$ cat src/rtl/div_pkg.sv
// div_pkg: shared state encoding and constants for the divider HI/LO sequencer
package div_pkg;
    typedef enum logic [1:0] {
        IDLE   = 2'd0,
        SETTLE = 2'd1,
        DONE   = 2'd2
    } state_t;

    localparam logic [31:0] DZ_QUOTIENT = 32'hFFFF_FFFF;
    localparam int          CW          = 4;
endpackage

$ cat src/rtl/reg32.sv
// reg32: 32-bit register with load enable and asynchronous active-low clear
//   clk  - rising-edge clock
//   clr  - async clear, active low
//   en   - load d on the next edge
//   d/q  - data in / registered data out
module reg32 (
    input  logic        clk,
    input  logic        clr,
    input  logic        en,
    input  logic [31:0] d,
    output logic [31:0] q
);
    always_ff @(posedge clk or negedge clr)
        if (!clr) q <= '0;
        else if (en) q <= d;
endmodule

$ cat src/rtl/div_hilo_ctrl.sv
// div_hilo_ctrl: sequences the combinational divider and owns HI/LO/dz
//   clk, clr            - clock, async active-low reset
//   start, a_in, b_in   - divide request and operands
//   div_a, div_b        - registered operands to the divider
//   div_c               - divider result {ignored, remainder, quotient}
//   busy, done, dz      - SETTLE state, one-cycle completion pulse, sticky div-by-zero
//   dz_clr              - clears dz (a same-edge set wins)
//   bus_in, hi_ld/lo_ld - direct HI/LO loads, honoured outside SETTLE
//   hi_rd/lo_rd,bus_out - read port, HI has priority
module div_hilo_ctrl
    import div_pkg::*;
#(
    parameter int SETTLE_CYCLES = 4
) (
    input  logic        clk,
    input  logic        clr,
    input  logic        start,
    input  logic [31:0] a_in,
    input  logic [31:0] b_in,
    output logic [31:0] div_a,
    output logic [31:0] div_b,
    input  logic [64:0] div_c,
    output logic        busy,
    output logic        done,
    output logic        dz,
    input  logic        dz_clr,
    input  logic [31:0] bus_in,
    input  logic        hi_ld,
    input  logic        lo_ld,
    input  logic        hi_rd,
    input  logic        lo_rd,
    output logic [31:0] bus_out
);
    state_t          state, state_n;
    logic [CW-1:0]   cnt, cnt_n;
    logic            dz_n;
    logic            accept, go, zero, cap, hi_en, lo_en;
    logic [31:0]     hi, lo, hi_d, lo_d;
    logic            unused_c;

    assign unused_c = div_c[64];

    // A start is only taken outside SETTLE; a zero divisor skips the divider entirely.
    assign accept = start && state != SETTLE;
    assign go     = accept && b_in != '0;
    assign zero   = accept && b_in == '0;
    assign cap    = state == SETTLE && cnt == '0;

    // Captures take precedence over bus loads; loads are blocked while settling.
    assign hi_en = cap || zero || (hi_ld && state != SETTLE);
    assign lo_en = cap || zero || (lo_ld && state != SETTLE);
    assign hi_d  = cap ? div_c[63:32] : zero ? a_in : bus_in;
    assign lo_d  = cap ? div_c[31:0] : zero ? DZ_QUOTIENT : bus_in;

    always_ff @(posedge clk or negedge clr)
        if (!clr) begin
            state <= IDLE;
            cnt   <= '0;
            dz    <= 1'b0;
        end else begin
            state <= state_n;
            cnt   <= cnt_n;
            dz    <= dz_n;
        end

    always_comb begin
        state_n = state == SETTLE ? (cap ? DONE : SETTLE) : go ? SETTLE : zero ? DONE : IDLE;
        cnt_n   = go ? CW'(SETTLE_CYCLES - 1) : (state == SETTLE && cnt != '0) ? cnt - 1'b1 : cnt;
        dz_n    = zero ? 1'b1 : dz_clr ? 1'b0 : dz;
    end

    assign busy    = state == SETTLE;
    assign done    = state == DONE;
    assign bus_out = hi_rd ? hi : lo_rd ? lo : '0;

    reg32 u_hi (.clk(clk), .clr(clr), .en(hi_en), .d(hi_d), .q(hi));
    reg32 u_lo (.clk(clk), .clr(clr), .en(lo_en), .d(lo_d), .q(lo));
    reg32 u_a  (.clk(clk), .clr(clr), .en(go),    .d(a_in), .q(div_a));
    reg32 u_b  (.clk(clk), .clr(clr), .en(go),    .d(b_in), .q(div_b));
endmodule
$ cat config.mk
export PLATFORM = sky130hd
export DESIGN_NAME = div_hilo_ctrl
export DESIGN_NICKNAME = d
export VERILOG_FILES = /design/src/rtl/div_pkg.sv /design/src/rtl/reg32.sv /design/src/rtl/div_hilo_ctrl.sv
export SDC_FILE = /design/constraint.sdc
export NUM_CORES = 1
export LEC_CHECK = 0
export ABC_AREA = 1
export CAP_MARGIN = 20
export CORE_MARGIN = 2
export CORE_UTILIZATION = 45
export CTS_CLUSTER_SIZE = 8
export DETAILED_ROUTE_END_ITERATION = 8
export DONT_BUFFER_PORTS = 1
export SYNTH_ARGS = -nofsm -noshare
export SYNTH_HDL_FRONTEND = slang
export SYNTH_SLANG_ARGS = --single-unit
$ cat constraint.sdc
create_clock -name clk -period 3.09 [get_ports clk]
set_input_delay 0.1545 -clock clk [delete_from_list [all_inputs] [get_ports clk]]
set_output_delay 0.1545 -clock clk [all_outputs]
set_load 0.02 [all_outputs]
==> out/results.tsv, run 1 <==
stage	metric	value	unit
cells_and_area	fin area	9109	um2
cells_and_area	footprint of the multi-input gates	3223	um2
placed_design	port buffer count	0	
route	DRC Markers	0	
clock_network	hold_buf cts	129	
power	Worst VDD drop	0.5314	mV
route	DR iter-0 viols	494	
cells_and_area	fin nets	1304	
sta	fin worst setup slack	401.7	ps
worst_hold_path	Hold Crit Class	in2async	
setup_path	crit path kind	reg2reg	
setup_path	Crit. End Element	flip-flop	
route	Vias/cell	5.052	
clock_network	clock tree buffer depth	2	
sta	final hold slack	-564.1	ps
clock_network	htree depth	4	
setup_path	Worst Path Arrival	3040	ps
setup_path	Critical R2R Launch	state[1]$_DFF_PN0_	
global_route	largest net degree at the start of global routing	136	
clock_network	post-CTS setup buffers	0	
placed_design	Area after DPL	7232	um2
sta	clk_skew	8.065	ps
global_route	first-pass GRT wire length	34.70	mm
outcome	run status	complete, but fails checks	
floorplanning	io pins	268	
sta	Slew Limit Headroom	52.37	%
setup_path	worst flop-to-flop path endpoint	u_lo.q[5]$_DFFE_PN0P_	
sta	FMAX	372.0	MHz
sta	Slew Limit Fails	0	
route	Antenna Violating Nets Remaining	0	
power	Cell Pwr Density	916.4	nW/um2
placed_design	Placement Setup Slack	392.9	ps
global_route	initial antenna violation count	0	
cells_and_area	fill count	1527	
global_route	Tot GR Track Use	26.39	%
route	drt first pass iters	5	
setup_path	WP data required	3440	ps
placed_design	RD Place Congestion	0.7864	
synth	cells after synthesis	1034	
floorplanning	die width	130.7	um
clock_network	cts bufs inserted	17	
clock_network	CTS resizes	0	
route	total number of vias	6886	
clock_network	clock slew at reported path FFs	60	ps
setup_path	worst-path fanout max	36	
sta	final hold vios	135	
synth	Avg Cell Area, Syn	6.982	um2
cells_and_area	diodes inserted	0	
route	Wirelength per Cell	16.43	um
floorplanning	Die Ht	130.7	um
route	final wirelength	22.39	mm
cells_and_area	layout cells sized above 1	7.323	%
clock_network	CTS tree	done	
setup_path	r2r setup slk	400	ps
synth	synthesized flop and latch total	135	
clock_network	Worst-Skew Late Latency	410	ps
global_route	number of global-route vias before repair	6848	
synth	Mapped Area	7219	um2
sta	Final Cycle Share	87.00	%
synth	Net Count, Synth	1204	
sta	RSZ-0062 raised after global routing	false	
floorplanning	Rows	46	
clock_network	clock root cell	clkbuf_16	
sta	setup violators final	0	
floorplanning	core area	15770	um2
synth	sequential cell area fraction in the yosys report	46.79	%
outcome	failing checks	negative hold slack	
cells_and_area	FF/Latch Area	3378	um2
power	Pleak	0.004959	uW
sta	setup TNS	0	ps
synth	Yosys Warn Count	0	
global_route	Overflow after GRT	0	
floorplanning	Starting Density	45.78	%
setup_path	CP Launch Type	flip-flop	
cells_and_area	area delta synth->final	26.17	%
sta	Least-Margin Pin Slew	714.4	ps
sta	clock period minus final worst setup slack	2688	ps
synth	Cell variety after synth	25	
setup_path	r2r worst-path depth	9	
clock_network	clk sink count	135	
floorplanning	die area	17070	um2
flow_run	MaxCap Viol Count	0	
placed_design	DPL Wire Length	13.81	mm
power by group:
part           leakage, uW  switching [uW]  internal, uW
Sequential         0.00167            1040          2610
Clock             0.000271             783          1230
Combinational      0.00301            1830           850
Total              0.00496            3650          4690
how the worst max path moves through the flow:
stage / to / slack [ps] / cells past startpoint / startpoint
3_3_place_gp: u_lo.q[3]$_DFFE_PN0P_ / 410 / 9 / state[1]$_DFF_PN0_
4_1_cts: u_lo.q[5]$_DFFE_PN0P_ / 370 / 9 / state[1]$_DFF_PN0_
3_5_place_dp: u_lo.q[12]$_DFFE_PN0P_ / 390 / 9 / state[1]$_DFF_PN0_
2_1_floorplan: u_hi.q[14]$_DFFE_PN0P_ / 1540 / 11 / cnt[0]$_DFFE_PN0P_
5_1_grt: u_lo.q[3]$_DFFE_PN0P_ / 120 / 9 / state[1]$_DFF_PN0_
6_report: u_lo.q[5]$_DFFE_PN0P_ / 400 / 9 / state[1]$_DFF_PN0_
through the flow:
step,utilization [%],cells,total power (uW)
after floorplan,-,1034,5625
after global placement,45.86,1202,6133
after detailed placement,45.86,1202,6211
after CTS,57.76,1363,8377
after global routing,57.76,1363,8935
final,57.76,1363,8347
layout make-up:
cell class	count	area share, %
clock buffer	21	5.055
clock inverter	11	1.374
inverter	76	3.132
multi-input combinational	765	35.38
sequential	135	37.09
tap	216	2.967
timing repair buffer	139	15.00
state kept, by name, summed over array words and instances, names as in the netlist:
register,count
dz,1
u_hi.q,32
cnt,4
u_a.q,32
u_lo.q,32
state,2
u_b.q,32
critical path: stages (launching register included):
cell and delay (ps):
dfrtp_1 370, inv_2 50, nand2_1 110, inv_1 290
nor2_4 180, nand2_8 370, nand3_4 380, inv_2 620
nand2_1 120, nand2_1 100
layer usage:
layer  share of wire [%]  track usage, %  vias up
li1                    -               -     3354
met1                  44           34.13     3228
met2                  48           43.29      268
met3                 6.7           6.433       36
met4                 2.2           9.762        0
met5                   0               0        -
cell usage after synthesis:
master    count  area (um2)
ha_1          1       12.51
nor2_1       24       90.09
o21ai_1       1       5.000
nand2_8       1       20.02
nand4_1       1       6.260
a31oi_1       1       6.260
buf_4         4       30.03
nand2_1     567        2128
nand3_4       2       35.03
nor2_2        2       12.51
nor2_4        1       11.26
inv_1        72       270.3
buf_6        10       112.6
buf_1         3       11.26
a21oi_1       1       5.000
buf_2        26       130.1
xor2_1        1       8.760
nand3_1      96       480.5
clkbuf_1     15       56.30
o21ai_0      34       170.2
dfrtp_1     135        3378
nor2_8        1       20.02
o21ai_4       1       16.27
inv_2         4       15.01
nand2_2      30       187.7
cell usage in the layout (no fill, tap or decap):
cell | synthesis | layout
nand2_8 | 1 | 1
nor2_4 | 1 | 2
dfrtp_1 | 135 | 135
dlygate4sd3_1 | 0 | 129
clkbuf_16 | 0 | 17
bufinv_16 | 0 | 2
o21ai_0 | 34 | 34
ha_1 | 1 | 1
clkinv_4 | 0 | 2
o21ai_1 | 1 | 1
nand2_2 | 30 | 30
buf_4 | 4 | 10
clkinv_2 | 0 | 2
inv_1 | 72 | 71
nand4_1 | 1 | 1
nand3_4 | 2 | 2
nor2_2 | 2 | 2
clkbuf_1 | 15 | 2
a31oi_1 | 1 | 1
nor2_1 | 24 | 23
nand3_1 | 96 | 96
xor2_1 | 1 | 1
nand2_1 | 567 | 567
o21ai_4 | 1 | 1
a21oi_1 | 1 | 1
inv_2 | 4 | 5
nor2_8 | 1 | 1
clkinvlp_4 | 0 | 5
clkbuf_8 | 0 | 2
cell families (layout without fill, tap and decap cells):
| family | after synthesis | in the layout | share of synthesized area, % |
|---|---|---|---|
| AND/OR/NAND/NOR | 725 | 725 | 41.44 |
| flip-flops | 135 | 135 | 46.79 |
| buffers and inverters | 134 | 247 | 8.665 |
| AO/OA/AOI/OAI | 38 | 38 | 2.808 |
| adder cells (fa/ha/maj) | 1 | 1 | 0.1733 |
| XOR/XNOR | 1 | 1 | 0.1213 |
Note: power is estimated with default switching activity, not from simulation.
==> run 2, diff against run 1 <==
--- a/config.mk
+++ b/config.mk
@@ -9,6 +9,7 @@
 export CAP_MARGIN = 20
 export CORE_MARGIN = 2
 export CORE_UTILIZATION = 45
+export CTS_BUF_LIST = sky130_fd_sc_hd__clkbuf_8 sky130_fd_sc_hd__clkbuf_16
 export CTS_CLUSTER_SIZE = 8
 export DETAILED_ROUTE_END_ITERATION = 8
 export DONT_BUFFER_PORTS = 1
==> run 2 against run 1 <==
Against the previous run: the flow still finishes with violations (negative hold slack); global-route usage stayed put; sequential power hardly changed; clock power about the same; cell area stayed put; worst setup slack worse by 1.1 ps; count of clock-buffer cells in the layout down 2; largest cell class unchanged; first-iteration DRC count is 5.5% higher; worst hold slack barely moved; power shrank 0.11%.
==> out/results.tsv, run 2 (synthesis results as in run 1) <==
stage	metric	value	unit	change
outcome	run status	complete, but fails checks		
outcome	failing checks	negative hold slack		
sta	FMAX	371.8	MHz	about the same
setup_path	critical path, cell by cell	inv_2 > nand2_1 > inv_1 > nor2_4 > nand2_8 > nand3_4 > inv_2 > nand2_1 > nand2_1		
setup_path	WP data required	3440	ps	about the same
cells_and_area	Final Util	57.76	%	unchanged
power	Net Sw Frac	43.78	%	about the same
placed_design	RD Place Congestion	0.7864		unchanged
sta	Least-Margin Pin Slew	710.8	ps	-3.634 ps
sta	Slew Limit Headroom	52.61	%	+0.24 points
global_route	Tot GR Track Use	26.39	%	unchanged
sta	final hold slack	-563.7	ps	+0.3660 ps
route	Antenna Violating Nets Remaining	0		unchanged
clock_network	clk sink count	135		unchanged
floorplanning	core area	15770	um2	unchanged
power	Int Power	4687	uW	-0.14%
clock_network	htree depth	4		unchanged
clock_network	clock slew at reported path FFs	60	ps	about the same
setup_path	CP dominant cell by count	nand2_1		
sta	Slew Limit Fails	0		unchanged
clock_network	CTS tree	done		
setup_path	CP bufs+invs	3		unchanged
cells_and_area	fill count	1527		unchanged
floorplanning	io pins	268		unchanged
route	Wirelength per Cell	16.42	um	about the same
setup_path	worst flop-to-flop path endpoint	u_lo.q[3]$_DFFE_PN0P_		
setup_path	slowest stage cell on the critical path	inv_2		
setup_path	Crit. End Element	flip-flop		
sta	clk_skew	8.021	ps	-0.04399 ps
route	M1 WL	9.804	mm	+0.53%
route	final wirelength	22.37	mm	about the same
cells_and_area	final cell count without fillers	1363		unchanged
setup_path	Setup crit end	u_lo.q[3]$_DFFE_PN0P_		
route	DR iter-0 viols	521		+5.5%
route	drt first pass iters	5		unchanged
setup_path	Worst Path Arrival	3040	ps	about the same
cells_and_area	fin nets	1304		unchanged
power	Worst VDD drop	0.5310	mV	about the same
floorplanning	die area	17070	um2	unchanged
power	Cell Pwr Density	915.4	nW/um2	-0.11%
clock_network	post-CTS setup buffers	0		unchanged
cells_and_area	diodes inserted	0		unchanged
clock_network	clock tree buffer depth	2		unchanged
global_route	number of global-route vias before repair	6848		unchanged
sta	clock period minus final worst setup slack	2689	ps	+1.062 ps
clock_network	cts bufs inserted	17		unchanged
floorplanning	die width	130.7	um	unchanged
power	Combinational Power Share	32.1	%	about the same
route	Vias/cell	5.055		about the same
setup_path	Top delay family on crit path	simple AND/OR/NAND/NOR gates		
global_route	largest net degree at the start of global routing	136		unchanged
sta	setup violators final	0		unchanged
sta	setup TNS	0	ps	unchanged
power	clock share of power	24.1	%	about the same
sta	Final Cycle Share	87.03	%	about the same
cells_and_area	area delta synth->final	26.17	%	unchanged
setup_path	crit-path max cell delay	620	ps	about the same
clock_network	clock root cell	clkbuf_16		
cells_and_area	commonest non-fill, non-tap cell in the layout	nand2_1		
floorplanning	Starting Density	45.78	%	unchanged
power	Switch Pwr	3651	uW	about the same
power	Pleak	0.004967	uW	+0.17%
sta	final hold vios	135		unchanged
global_route	Overflow after GRT	0		unchanged
placed_design	DPL Wire Length	13.81	mm	unchanged
route	total number of vias	6890		+0.058%
worst_hold_path	Hold Crit Class	in2async		
route	met3 wire length	1.448	mm	-3.1%
cells_and_area	layout cells sized above 1	7.323	%	unchanged
route	DRC Markers	0		unchanged
setup_path	Crit. Startpoint	state[1]$_DFF_PN0_		
flow_run	MaxCap Viol Count	0		unchanged
placed_design	placed insts	1202		unchanged
cells_and_area	highest-count cells in the layout ignoring fill and taps	567 x nand2_1, 135 x dfrtp_1, 129 x dlygate4sd3_1		
setup_path	r2r setup slk	400	ps	about the same
placed_design	port buffer count	0		unchanged
setup_path	worst-path fanout max	36		unchanged
setup_path	CP Launch Type	flip-flop		
route	max layer used	met4		
floorplanning	Rows	46		unchanged
clock_network	hold_buf cts	129		unchanged
clock_network	Worst-Skew Late Latency	410	ps	about the same
sta	RSZ-0062 raised after global routing	false		
setup_path	r2r worst-path depth	9		unchanged
power	Sequential Power Share	43.9	%	about the same
setup_path	crit path kind	reg2reg		
floorplanning	Die Ht	130.7	um	unchanged
setup_path	critical path depth	9		unchanged
setup_path	Critical R2R Launch	state[1]$_DFF_PN0_		
global_route	initial antenna violation count	0		unchanged
global_route	first-pass GRT wire length	34.70	mm	unchanged
clock_network	CTS resizes	0		unchanged
route	metal2 WL	10.61	mm	-0.40%
==> run 2: layout make-up <==
| class | instances | area (um2) | share of cell area [%] |
|---|---|---|---|
| tap | 216 | 270.3 | 2.967 |
| inverter | 76 | 285.3 | 3.132 |
| clock inverter | 13 | 132.6 | 1.456 |
| timing repair buffer | 139 | 1366 | 15.00 |
| clock buffer | 19 | 452.9 | 4.973 |
| sequential | 135 | 3378 | 37.09 |
| multi-input combinational | 765 | 3223 | 35.38 |
==> run 2: per-layer routing <==
| layer | GRT usage, % | vias to the layer above |
|---|---|---|
| met3 | 6.433 | 38 |
| met4 | 9.762 | 0 |
| li1 | - | 3358 |
| met1 | 34.13 | 3225 |
| met2 | 43.29 | 269 |
| met5 | 0 | - |
==> run 2: worst min path at each step <==
stage	start	endpoint	slack, ps	cells past startpoint
finish	clr	u_hi.q[6]$_DFFE_PN0P_	-560	0
global route	clr	u_lo.q[10]$_DFFE_PN0P_	-590	0
CTS	clr	u_lo.q[5]$_DFFE_PN0P_	-590	0
detailed placement	clr	u_lo.q[5]$_DFFE_PN0P_	-140	0
global placement	clr	u_hi.q[6]$_DFFE_PN0P_	-140	0
floorplan	clr	cnt[0]$_DFFE_PN0P_	-140	0
==> run 2: power groups by stage <==
stage | registers (uW) | logic [uW] | clock network, uW
global route | 3740 | 3080 | 2100
CTS | 3650 | 2680 | 2040
detailed placement | 3660 | 2550 | 0
floorplan | 3500 | 2120 | 0
finish | 3660 | 2670 | 2010
global placement | 3660 | 2470 | 0
==> run 2: stage by stage <==
stage	hold WS (ps)	area, um2	setup slack, ps	total power, uW
5_1_grt	-590.0	9109	122.5	8928
2_1_floorplan	-141.1	7219	1539	5625
4_1_cts	-586.1	9109	367.6	8370
3_5_place_dp	-136.2	7232	392.9	6211
6_report	-563.7	9109	400.7	8338
3_3_place_gp	-136.6	7232	409.5	6133
